<file path="config.mk">
export PLATFORM = sky130hd
export DESIGN_NAME = pipe_stage_reg
export DESIGN_NICKNAME = d
export VERILOG_FILES = /design/src/rtl/pipe_stage_reg.sv
export SDC_FILE = /design/constraint.sdc
export NUM_CORES = 1
export LEC_CHECK = 0
export ABC_CLOCK_PERIOD_IN_PS = 2600
export CAP_MARGIN = 20
export CORE_ASPECT_RATIO = 0.9
export CORE_UTILIZATION = 50
export DETAILED_ROUTE_END_ITERATION = 16
export PLACE_DENSITY = 0.83
export SYNTH_ARGS = -nofsm -noshare
export SYNTH_HDL_FRONTEND = slang
export SYNTH_SLANG_ARGS = --single-unit
</file>
<file path="constraint.sdc">
create_clock -name i_clk -period 2.6 [get_ports i_clk]
set_input_delay 0.65 -clock i_clk [delete_from_list [all_inputs] [get_ports i_clk]]
set_output_delay 0.65 -clock i_clk [all_outputs]
set_load 0.01 [all_outputs]
</file>
<file path="src/rtl/pipe_stage_reg.sv">
// Two-entry registered pipeline stage (main + skid) with flush.
// Every output is decoded from state registers only, so no input reaches an output combinationally.
module pipe_stage_reg #(
  parameter int              WIDTH  = 96,
  parameter logic [WIDTH-1:0] BUBBLE = WIDTH'('h13)
) (
  input  logic             i_clk,
  input  logic             i_rst,
  input  logic             i_flush,
  input  logic             i_valid,
  input  logic [WIDTH-1:0] i_data,
  output logic             o_ready,
  output logic             o_valid,
  output logic [WIDTH-1:0] o_data,
  input  logic             i_ready,
  output logic [1:0]       o_count
);

  typedef enum logic [1:0] {
    EMPTY = 2'd0,
    BUSY  = 2'd1,
    FULL  = 2'd2
  } state_t;

  state_t           state, state_nxt;
  logic [WIDTH-1:0] main_q, skid_q, main_nxt, skid_nxt;
  logic             in_xfer, out_xfer;

  // Reset outranks flush, and both outrank any transfer.
  always_ff @(posedge i_clk) begin
    if (i_rst || i_flush) begin
      state  <= EMPTY;
      main_q <= BUBBLE;
      skid_q <= BUBBLE;
    end else begin
      state  <= state_nxt;
      main_q <= main_nxt;
      skid_q <= skid_nxt;
    end
  end

  always_comb begin
    state_nxt = state;
    main_nxt  = main_q;
    skid_nxt  = skid_q;
    in_xfer   = i_valid && o_ready;
    out_xfer  = o_valid && i_ready;
    case (state)
      EMPTY: begin
        if (in_xfer) begin
          state_nxt = BUSY;
          main_nxt  = i_data;
        end
      end
      BUSY: begin
        case ({in_xfer, out_xfer})
          2'b11: main_nxt = i_data;
          2'b10: begin
            state_nxt = FULL;
            skid_nxt  = i_data;
          end
          2'b01: begin
            state_nxt = EMPTY;
            main_nxt  = BUBBLE;
          end
          default: ;
        endcase
      end
      FULL: begin
        if (out_xfer) begin
          state_nxt = BUSY;
          main_nxt  = skid_q;
          skid_nxt  = BUBBLE;
        end
      end
      default: begin
        state_nxt = EMPTY;
        main_nxt  = BUBBLE;
        skid_nxt  = BUBBLE;
      end
    endcase
  end

  always_comb begin
    o_data  = main_q;
    o_valid = 1'b0;
    o_ready = 1'b1;
    o_count = 2'd0;
    case (state)
      BUSY: begin
        o_valid = 1'b1;
        o_count = 2'd1;
      end
      FULL: begin
        o_valid = 1'b1;
        o_ready = 1'b0;
        o_count = 2'd2;
      end
      default: ;
    endcase
  end

endmodule

</file>
* After elaboration in Yosys (flattened, before gate mapping)
Index checks and enable logic that the tools add are counted.
Word-level totals: register bits after elaboration 194, latch bits 0, RAM bits 0, bits in read-only memories 0, output and inout port bits 100, logic and storage cells 36, memories kept 0
Cells by class: $add $sub $neg 0, multipliers 0, divide/modulo/power cells 0, $lt $le $gt $ge 0, eq/ne operators 10, shift operators 0, multiplexer cells 14, bitwise logic cells 1, reduce and logical (&&, ||, !) cells 8
Operators with widths (count):
- 96-bit one-hot mux with 3 select lines | 2
- 96-bit 2-to-1 mux | 4
- 96-bit one-hot mux with 2 select lines | 1
- 3-bit AND reduction | 3
- 2-bit one-hot mux with 2 select lines | 2
- 2-bit equality test (second input constant) | 3
- 3-bit by 1-bit inequality test with 1-bit output (second input constant) | 2
- 2-bit one-hot mux with 3 select lines | 1
- 2-bit by 1-bit equality test with 1-bit output (second input constant) | 2
- 2-bit 2-to-1 mux | 2
- 2-bit inequality test (second input constant) | 2
- 1-bit logical AND | 2
- 2-bit zero test | 1
- 1-bit 2-to-1 mux | 2
- 2-bit by 1-bit inequality test with 1-bit output (second input constant) | 1
- 2-bit OR reduction | 1
- 1-bit logical OR | 1
- 1-bit inverter | 1

* Longest topological paths before layout
Gate-level depths: netlist (run 1).
word-level depth 7, depth in mapped cells 9, depth with buffers taken out 6

* Worst setup path before layout (run 1)
Ideal clock, no wire load.
path type register to register, from register state[0], to register skid_q[25], setup time 0.132 ns, arrival time 1.822 ns, required time 2.468 ns, path slack 0.646 ns, cell stages (with the launch flop) 9, path buffers 2, period minus slack after synthesis 1.954 ns, cells stage by stage dfxtp_1 inv_1 ha_1 a21bo_2 a221o_1 buf_2 clkbuf_1 nand2_1 a21oi_1
On the way: cells in the longest elaborated chain, start to end 7, elaborated cells between the ends (all ways) 14
RTL lines:
- from (decl) | RTL line 25 | state_t state, state_nxt;
- from (signal assigned) | RTL line 36 | state <= state_nxt;
- 2-bit equality test / 2-bit by 1-bit equality test with 1-bit output (equally long branches) | RTL line 89 | case (state)
- 2-bit OR reduction (no line) *
- 1-bit 2-to-1 mux * | RTL line 89
- net o_valid | RTL line 13 | output logic o_valid,
- 1-bit logical AND * | RTL line 47 | out_xfer = o_valid && i_ready;
- 2-bit equality test | RTL line 56 | case ({in_xfer, out_xfer})
- 2-bit by 1-bit inequality test with 1-bit output (no line)
- 3-bit AND reduction (no line) *
- to (signal assigned) | RTL line 38 | skid_q <= skid_nxt;
- to (decl) | RTL line 26 | logic [WIDTH-1:0] main_q, skid_q, main_nxt, skid_nxt;
Mark *: on every way through the listed nets, which the timed path passes. The rest lies on a longest branch. A chain may end at the register's enable or synchronous reset.

* Worst setup path in the final report (run 1)
from register state[1], to output port o_count[0]
On the way: cells in the longest elaborated chain, start to end 2, elaborated cells between the ends (all ways) 3
RTL lines:
- 2-bit equality test / 2-bit by 1-bit equality test with 1-bit output (equally long branches) | RTL line 89
- 2-bit one-hot mux with 2 select lines * | RTL line 89
- to (decl) | RTL line 16 | output logic [1:0] o_count
Every way passes the cells marked *; elsewhere a longest branch is shown, timed or not.

==> results of run 1 <==
## state kept, by name, summed over array words and instances, names as in the netlist
register	cells
skid_q	96
state	2
o_data	96
## tightest hold or removal path, cell delays in order, from the launching register on
cell	delay, ns
dfxtp_1	0.31
nand2_1	0.05
a21oi_1	0.05
## cell families after synthesis
logic type / count (synthesis)
compound gates: 395
simple gates: 300
flops: 194
buf+inv: 119
fa+ha+maj: 5
mux: 1
## per-stage QoR
stage                     area [µm²]  utilization  total power [mW]
after CTS                      11400        0.692              7.35
final                          11400        0.693              7.32
after global routing           11400        0.693              7.59
after floorplan                 8540            -              3.80
after detailed placement       10700        0.650              4.36
after global placement         10700        0.650              4.35
## cell usage in the layout (no fill, tap or decap), types with 3 or more instances in the layout
cell type	Yosys	routed
buf_12	0	11
buf_4	8	15
a221o_1	4	3
nor2_1	7	5
nand2_1	191	191
clkbuf_16	0	17
inv_1	4	4
o21ai_0	93	93
o22ai_1	3	3
o211ai_1	3	3
nand2b_1	3	3
nand3_1	91	91
a21oi_1	96	96
o21bai_1	3	3
a22oi_1	95	95
bufinv_16	0	6
dfxtp_1	194	192
a32o_1	93	93
clkinv_2	0	3
clkdlybuf4s50_1	0	199
ha_4	0	3
## power by group through the flow
| stage | Combinational, mW | Clock, mW | Sequential [mW] |
|---|---|---|---|
| floorplan | 0.592 | 0 | 3.21 |
| CTS | 1.20 | 3.04 | 3.11 |
| global placement | 1.18 | 0 | 3.18 |
| detailed placement | 1.19 | 0 | 3.18 |
| finish | 1.21 | 3.00 | 3.11 |
| global route | 1.30 | 3.17 | 3.12 |
## layer usage
| layer | share of wire | GRT usage | vias to the layer above |
|---|---|---|---|
| met3 | 0.077 | 0.0555 | 42 |
| met5 | 0 | 0 | - |
| met1 | 0.43 | 0.376 | 4100 |
| li1 | - | - | 4016 |
| met4 | 0.020 | 0.103 | 0 |
| met2 | 0.47 | 0.446 | 388 |
## layout make-up
cell class | count | area, µm² | area share
Multi-Input combinational cell | 701 | 4190 | 0.369
Sequential cell | 194 | 3890 | 0.342
Timing Repair Buffer | 226 | 2330 | 0.205
Clock buffer | 19 | 453 | 0.0399
Tap cell | 207 | 259 | 0.0228
Clock inverter | 13 | 229 | 0.0201
Inverter | 4 | 15.0 | 0.00132
## worst paths after layout
kind | slack [ns] | to
worst max-delay path | 0.11 | o_count[0]
worst min-delay path | 0.45 | skid_q[27]
worst min register to register | 0.45 | skid_q[27]
worst max register to register | 0.31 | skid_q[0]
## repair_timing
action,in CTS,in global routing
buffers inserted,1,1
pin swaps,2,1
cloned,0,0
setup endpoints to repair,3,2
gates resized for setup,2,1
==> impl_metrics.py, run 1 <==
metrics = {
    "status": {
        "outcome": "finished, final reports clean",
    },
    "critical_path": {
        "r2r_start": "state[1]",
        "path_delay_family": "buffers and inverters",
        "endpoint_kind": "output port",
        "critPathSlowestCell": "clkdlybuf4s50_1",
        "slowest_delay_ns": 0.60,
        "worstPathMaxFanout": 14,
        "worstSetupStartpointType": "flip-flop",
        "criticalPathCategory": "flip-flop to output port",
        "path_buf_inv": 2,
        "cp_cell_sequence": "inv_1, ha_4, clkdlybuf4s50_1",
        "cp.depth": 3,
        "worstPathArrival_ns": 1.84,
        "cp-startpoint": "state[1]",
        "required_ns": 1.95,
        "r2r_cells": 6,
    },
    "sta": {
        "skew_ns": 0.00738,
        "fin_setup_tns_ns": 0,
        "slew_headroom": 0.425,
        "hold_ws_ns": 0.454,
        "rsz0062_at_grt": "no",
        "setup_slack_ns": 0.108,
        "drv_slew": 0,
        "tightest_slew_ns": 0.862,
        "fmax_ghz": 0.401,
        "period_minus_slack_ns": 2.49,
        "hold_viol": 0,
        "period_share": 0.959,
        "setup_viol": 0,
    },
    "cells_and_area": {
        "nets": 1250,
        "final_cells": 1364,
        "num_antenna_cells": 0,
        "syn_to_final_growth_pct": 33.1,
        "fillCellCount": 1301,
        "final_layout_size_suffix_gt1_frac": 0.0622,
    },
    "drt": {
        "ant_nets": 0,
        "post_drt_wl_per_cell_um": 18.2,
        "vias": 8546,
        "drcViolationCount": 0,
        "drtPass1Iterations": 5,
        "initialDrtViolationCount": 935,
        "drt-total-wl_um": 24900,
        "vias_per_cell": 6.27,
    },
    "yosys": {
        "synth_cells": 1014,
        "synthSimpleGateAreaFrac": 0.149,
        "ys_warn_count": 0,
        "synth_compound_area_frac": 0.323,
        "synthMuxAreaShare": 0.00132,
        "yosysMostFrequentCell": "dfxtp_1",
        "synthAdderAreaFrac": 0.00732,
        "synth.largest_area_cell": "dfxtp_1",
        "synthesis.area_um2": 8540,
        "ys_seq_elements": 194,
        "synthTopCellsByArea": "dfxtp_1 (45%), a32o_1 (11%), nand2_1 (8.4%)",
        "synth_ff_type": "dfxtp_1",
        "ys_types": 34,
        "syn_avg_cell_area_um2": 8.42,
        "synth_nets": 1120,
        "synth_top_cell_area_share": 0.455,
        "yosys.area_share.xor_xnor": 0,
        "synth_top_family_by_area": "compound AO/OA/AOI/OAI gates",
        "synth-edff-count": 0,
        "async_flop_share": 0,
        "netlist_top_cells_count": "dfxtp_1 (194), nand2_1 (191), a21oi_1 (96), a22oi_1 (95)",
        "ys_seq_area_frac": 0.455,
    },
    "floorplanning": {
        "fp-row-count": 44,
        "start_util": 0.521,
        "die_area_um2": 17600,
        "die_h_um": 126,
        "io_pins": 201,
        "coreArea_um2": 16400,
        "die_w_um": 140,
    },
    "global_routing": {
        "grt_antenna_before_repair": 0,
        "gr-total-overflow": 0,
        "grt_pass1_wl_um": 40100,
        "track_usage": 0.280,
        "grt_max_degree": 101,
        "grt_pass1_vias": 7843,
    },
    "cts": {
        "cts-root-buf": "clkbuf_16",
        "clock_path_buffers": 2,
        "clk_transition_reported_paths_ns": 0.07,
        "clk_latency_ns": 0.43,
        "cts_tree": "built",
        "numCtsBuffers": 17,
        "holdBufCountCts": 0,
        "h-tree-depth": 4,
        "cts_sinks": 194,
    },
    "place": {
        "dp_cells": 1330,
        "place_ws_ns": 0.0959,
        "hpwl_um": 14500,
        "gp_congestion": 0.776,
        "io_buffers": 200,
    },
    "power_and_ir_drop": {
        "clkPwrFrac": 0.410,
        "power_density_nw_per_um2": 644,
        "combPwrFrac": 0.165,
        "p_sw_mw": 1.87,
        "ir_drop_uv": 438,
        "seqPwrFrac": 0.425,
        "p_int_mw": 5.45,
        "p_leak_nw": 3.80,
        "sw_frac_of_total": 0.256,
    },
    "hold_path": {
        "whs_path_depth": 2,
        "hold_path_startpoint": "skid_q[27]",
        "hold_path_class": "flip-flop to flip-flop",
    },
    "flow_run": {
        "maxCapViolCount": 0,
    },
}
No activity file was read; power rests on OpenSTA's default activity.
==> run 2, diff against run 1 <==
CORE_MARGIN = 1   (was unset)
CTS_BUF_LIST = sky130_fd_sc_hd__clkbuf_4 sky130_fd_sc_hd__clkbuf_8 sky130_fd_sc_hd__clkbuf_16   (was unset)
==> results of run 2 <==
The final DEF is identical to that of run 1; final timing and power are the same.
==> run 3, diff against run 2 <==
HOLD_SLACK_MARGIN = 0.08   (was unset)
==> results of run 3 <==
The final DEF is identical to that of run 1; final timing and power are the same.
